<file path="config.mk">
export PLATFORM = sky130hd
export DESIGN_NAME = game_seq_ctrl
export DESIGN_NICKNAME = d
export VERILOG_FILES = /design/src/rtl/game_seq_ctrl.sv
export SDC_FILE = /design/constraint.sdc
export NUM_CORES = 1
export LEC_CHECK = 0
export BUFFER_PORTS_ARGS = -buffer_cell sky130_fd_sc_hd__buf_2
export CORE_MARGIN = 2
export CORE_UTILIZATION = 60
export DETAILED_ROUTE_END_ITERATION = 10
export PLACE_DENSITY = 0.9
export SYNTH_ARGS = -nofsm -noshare
export SYNTH_HDL_FRONTEND = slang
export SYNTH_SLANG_ARGS = --single-unit
</file>
<file path="constraint.sdc">
create_clock -name clk_65M -period 3.96 [get_ports clk_65M]
set_clock_uncertainty 0.1 [all_clocks]
set_input_delay 0.792 -clock clk_65M [delete_from_list [all_inputs] [get_ports clk_65M]]
set_output_delay 0.792 -clock clk_65M [all_outputs]
set_load 0.05 [all_outputs]
</file>
<file path="src/rtl/game_seq_ctrl.sv">
// game_seq_ctrl: frame-tick game-flow sequencer (countdown, staged attacker release, lives, survival timer, end screen)
module game_seq_ctrl #(
    parameter int unsigned FRAMES_PER_SEC = 60,
    parameter int unsigned COUNT_FROM     = 3,
    parameter int unsigned LIVES          = 3,
    parameter int unsigned HIT_FRAMES     = 90,
    parameter int unsigned RELEASE_FRAMES = 120,
    parameter int unsigned SURVIVE_SEC    = 60
) (
    input  logic       clk_65M,
    input  logic       clear,
    input  logic       frame_tick,
    input  logic       game_start,
    input  logic [5:0] atk_over,
    output logic [2:0] state,
    output logic       game_stop,
    output logic [5:0] atk_en,
    output logic [3:0] count_digit,
    output logic [1:0] lives,
    output logic [7:0] time_left,
    output logic       show_thumbup,
    output logic       show_thumbdown
);
    typedef enum logic [2:0] {IDLE = 3'd0, COUNTDOWN = 3'd1, PLAY = 3'd2, HIT = 3'd3, WIN = 3'd4, LOSE = 3'd5} state_e;
    localparam logic [15:0] SEC_LAST = 16'(FRAMES_PER_SEC - 1);
    localparam logic [15:0] HIT_LAST = 16'(HIT_FRAMES - 1);
    localparam logic [15:0] REL_LAST = 16'(RELEASE_FRAMES - 1);
    localparam logic [3:0]  DIGIT0   = 4'(COUNT_FROM);
    localparam logic [1:0]  LIVES0   = 2'(LIVES);
    localparam logic [7:0]  TIME0    = 8'(SURVIVE_SEC);
    state_e      state_q, state_d;
    logic [15:0] frame_cnt_q, frame_cnt_d, rel_cnt_q, rel_cnt_d;
    logic [2:0]  rel_idx_q, rel_idx_d;
    logic [5:0]  atk_en_q, atk_en_d;
    logic [3:0]  digit_q, digit_d;
    logic [1:0]  lives_q, lives_d;
    logic [7:0]  time_q, time_d;
    logic        go_idle;
    always_comb begin
        state_d     = state_q;
        frame_cnt_d = frame_cnt_q;
        rel_cnt_d   = rel_cnt_q;
        rel_idx_d   = rel_idx_q;
        atk_en_d    = atk_en_q;
        digit_d     = digit_q;
        lives_d     = lives_q;
        time_d      = time_q;
        go_idle     = 1'b0;
        case (state_q)
            IDLE: begin
                go_idle = !game_start;
                if (game_start) begin
                    state_d     = COUNTDOWN;
                    digit_d     = DIGIT0;
                    frame_cnt_d = '0;
                    time_d      = TIME0;
                end
            end
            COUNTDOWN: begin
                if (frame_tick) begin
                    frame_cnt_d = (frame_cnt_q == SEC_LAST) ? '0 : frame_cnt_q + 16'd1;
                    if (frame_cnt_q == SEC_LAST) begin
                        digit_d = (digit_q > 4'd1) ? digit_q - 4'd1 : 4'd0;
                        if (digit_q <= 4'd1) begin
                            state_d   = PLAY;
                            atk_en_d  = 6'b000001;
                            rel_idx_d = 3'd1;
                            rel_cnt_d = '0;
                        end
                    end
                end
            end
            PLAY: begin
                // A hit pre-empts both the release and the timer expiry in the same cycle
                if (|atk_over) begin
                    state_d     = HIT;
                    lives_d     = (lives_q != 2'd0) ? lives_q - 2'd1 : 2'd0;
                    atk_en_d    = '0;
                    frame_cnt_d = '0;
                end else if (frame_tick) begin
                    rel_cnt_d = (rel_cnt_q == REL_LAST) ? '0 : rel_cnt_q + 16'd1;
                    if (rel_cnt_q == REL_LAST && rel_idx_q < 3'd6) begin
                        atk_en_d  = atk_en_q | (6'b000001 << rel_idx_q);
                        rel_idx_d = rel_idx_q + 3'd1;
                    end
                    frame_cnt_d = (frame_cnt_q == SEC_LAST) ? '0 : frame_cnt_q + 16'd1;
                    if (frame_cnt_q == SEC_LAST) begin
                        time_d  = (time_q != 8'd0) ? time_q - 8'd1 : 8'd0;
                        state_d = (time_q <= 8'd1) ? WIN : PLAY;
                    end
                end
            end
            HIT: begin
                if (frame_tick) begin
                    frame_cnt_d = (frame_cnt_q == HIT_LAST) ? '0 : frame_cnt_q + 16'd1;
                    if (frame_cnt_q == HIT_LAST) begin
                        state_d = (lives_q == 2'd0) ? LOSE : COUNTDOWN;
                        digit_d = (lives_q == 2'd0) ? digit_q : DIGIT0;
                    end
                end
            end
            WIN, LOSE: go_idle = game_start;
            default:   go_idle = 1'b1;
        endcase
        if (go_idle) begin
            state_d     = IDLE;
            frame_cnt_d = '0;
            rel_cnt_d   = '0;
            rel_idx_d   = '0;
            atk_en_d    = '0;
            digit_d     = '0;
            lives_d     = LIVES0;
            time_d      = TIME0;
        end
    end
    always_ff @(posedge clk_65M) begin
        if (clear) begin
            state_q     <= IDLE;
            frame_cnt_q <= '0;
            rel_cnt_q   <= '0;
            rel_idx_q   <= '0;
            atk_en_q    <= '0;
            digit_q     <= '0;
            lives_q     <= LIVES0;
            time_q      <= TIME0;
        end else begin
            state_q     <= state_d;
            frame_cnt_q <= frame_cnt_d;
            rel_cnt_q   <= rel_cnt_d;
            rel_idx_q   <= rel_idx_d;
            atk_en_q    <= atk_en_d;
            digit_q     <= digit_d;
            lives_q     <= lives_d;
            time_q      <= time_d;
        end
    end
    assign state          = state_q;
    assign game_stop      = (state_q != PLAY);
    assign atk_en         = atk_en_q;
    assign count_digit    = digit_q;
    assign lives          = lives_q;
    assign time_left      = time_q;
    assign show_thumbup   = (state_q == WIN);
    assign show_thumbdown = (state_q == LOSE);
endmodule
</file>
==> out/metrics.yaml <==
critical_path:
  critPathLaunchType: "register"
  worstSetupPathType: "register to register"
  timing.rr.start: "frame_cnt_q[10]"
  timing.critical_path.required_ns: 4.08
  rrSetupSlack_ns: 1.01
  ff2ff_path_depth: 6
  end_kind: "register"
  cp_max_fo: 13
  arrival_ns: 3.07
  timing.rr.end: "time_left[3]"
die:
  dieWidth_microns: 79.9
  io_pins: 36
  coreArea_sq_mm: 0.00554
  initial_core_util_pct: 62.3
  dieHeight_microns: 79.9
  rows: 27
  dieArea_sq_mm: 0.00638
power_and_ir_drop:
  seq_power_share_pct: 40.3
  powerDensity_mw_per_mm2: 379
  power_frac_comb_pct: 13.2
  p_int_mw: 1.10
  peakVddDrop_v: 0.000262
  p_switching_mw: 0.393
  p_sw_share_pct: 26.3
  pwr-share-clk_pct: 46.5
  report.power.total_mw: 1.49
  leakagePower_nw: 1.46
synthesis:
  syn-num-nets: 459
  synth_edf_count: 0
  yosysTopAreaCell: "dfxtp_1"
  yosysSeqAreaShare_pct: 33.6
  ys_types: 70
  ys_warn_count: 0
  synth_area_leaders: "dfxtp_1 (34%), nor2_1 (5.3%), nand2_1 (4.8%)"
  synthCells: 436
  synth_ff_type: "dfxtp_1"
  syn_avg_cell_area_sq_um: 7.92
  async_flop_share_pct: 0
  yosysTopAreaCellShare_pct: 33.6
  ys_seq_elements: 58
  syn_area_sq_mm: 0.00345
global_routing:
  grt_pass1_wl_microns: 15300
  grt.total_usage_pct: 30.2
  grt-ovfl-total: 0
  antenna_found_initial: 0
  grt_max_degree: 25
  grt_pass1_vias: 3314
timing:
  maxSlewViolCount: 0
  fin_setup_tns_ns: 0
  setup_viol: 0
  period_minus_slack_ns: 2.95
  worstMarginPinSlew_ns: 0.801
  rsz0062_at_grt: "no"
  slew-limit-headroom_pct: 46.1
  hold_violations: 0
  timing.final.crit_share_pct: 74.5
  timing.fmax_ghz: 0.339
hold_path:
  hold_depth: 1
  worstHoldStart: "atk_en[4]"
  hold_path_end: "atk_en[4]"
  hp-class: "register to register"
detailed_routing:
  first_iter_violations: 383
  wl_per_cell_microns: 16.8
  final_antenna_net_count: 0
  viasPerCell: 6.58
  finalWirelength_microns: 9220
  firstDrtPassIters: 5
  vias: 3605
  post-route-drc-count: 0
clocking:
  clk_path_buf_depth: 2
  clock_sinks: 58
  post_cts_resized: 0
  cts_tree: "done"
  cts_root_buf: "clkbuf_8"
  clk_pin_slew_ns: 0.07
  cts_htree_levels: 3
  post_cts_buffers: 0
  numCtsBuffers: 9
  hold_buffers: 0
  clk_latency_ns: 0.34
finish:
  final_util_pct: 71.2
  final_cells: 548
  fillers: 439
  fin_nets: 494
  drive_gt1_share_pct: 15.3
  antennaDiodeCount: 0
  syn_to_final_growth_pct: 14.2
placement:
  io_buffers: 35
  gp_congestion: 0.892
  hpwl_microns: 6380
  dpl.cell_count: 532
status:
  status: "finished, final reports clean"
run:
  max-cap-violations: 0
power groups by stage:
stage	Clock, mW	Sequential (mW)	Combinational [mW]
floorplan	0	0.631	0.128
detailed placement	0	0.616	0.191
CTS	0.696	0.602	0.193
global route	0.720	0.604	0.215
global placement	0	0.615	0.187
finish	0.694	0.603	0.197
kinds of logic (layout without fill, tap and decap cells):
| group | Yosys count | after routing | share of synthesized area, % |
|---|---|---|---|
| compound gates | 115 | 115 | 22.6 |
| buf+inv | 30 | 70 | 3.37 |
| mux | 1 | 1 | 0.290 |
| flops | 58 | 58 | 33.6 |
| fa+ha+maj | 13 | 13 | 4.71 |
| simple gates | 211 | 211 | 33.4 |
| xor+xnor | 8 | 8 | 2.03 |
Yosys cell counts, types with 10 or more instances:
library cell,n
nand3_1,16
nor3_1,21
nand2_1,44
nor2_1,49
nand4_1,10
clkbuf_1,12
nor4_1,12
dfxtp_1,58
a21oi_1,29
inv_1,14
ha_1,13
o21ai_0,15
cells in the final DEF (no fill, tap or decap), types with 5 or more instances in the layout:
cell type   n
dfxtp_1    58
nor2_1     49
nand2_1    44
buf_2      35
a21oi_1    29
nor3_1     21
nand3_1    16
o21ai_0    15
inv_1      14
ha_1       13
nor4_1     12
clkbuf_8   11
nand4_1    10
or3_1       9
o211ai_1    8
and3_1      8
xnor2_1     8
o22ai_1     7
or2_2       6
nand2b_1    6
a21o_1      5
stage by stage:
stage / instance area (sq um) / worst slack, ns / hold WS, ns
CTS: 3940 / 1.07 / 0.378
global route: 3940 / 0.816 / 0.395
finish: 3940 / 1.01 / 0.375
floorplan: 3450 / 1.09 / 0.352
detailed placement: 3690 / 0.736 / 0.363
global placement: 3690 / 0.834 / 0.344
worst max-delay path, cell delays in order (launching register included):
cell,delay (ns)
dfxtp_1,0.38
or4_4,0.60
nor4_2,0.58
nand3_1,0.24
a211o_1,0.46
o41ai_1,0.33
o211ai_1,0.14
routing by layer:
| metal | vias up | GRT usage, % | routed length, microns |
|---|---|---|---|
| li1 | 1697 | - | - |
| met1 | 1680 | 37.7 | 3920 |
| met3 | 30 | 6.90 | 695 |
| met2 | 198 | 49.5 | 4320 |
| met5 | - | 0 | 0 |
| met4 | 0 | 13.4 | 291 |
worst max-delay path by stage:
stage / startpoint / to / slack, ns / cells after the start
floorplan: state[1] / rel_cnt_q[5] / 1.09 / 6
global placement: atk_over[1] / rel_cnt_q[12] / 0.83 / 8
detailed placement: atk_over[1] / rel_cnt_q[12] / 0.74 / 8
CTS: atk_over[1] / rel_cnt_q[12] / 1.07 / 8
global route: atk_over[1] / rel_cnt_q[12] / 0.82 / 8
finish: frame_cnt_q[10] / time_left[3] / 1.01 / 6
registers in the layout (all words and copies together) (netlist names):
register     count
atk_en           6
count_digit      4
frame_cnt_q     16
lives            2
rel_cnt_q       16
rel_idx_q        3
state            3
time_left        8
layout make-up:
type / instances / area, sq um / share of cell area, %
sequential: 58 / 1160 / 29.4
clock inverter: 5 / 100 / 2.54
clock buffer: 11 / 151 / 3.84
tap: 72 / 90.1 / 2.28
inverter: 15 / 56.3 / 1.43
timing repair buffer: 39 / 205 / 5.20
multi-input combinational: 348 / 2180 / 55.3
(Power assumes the default switching activity.)
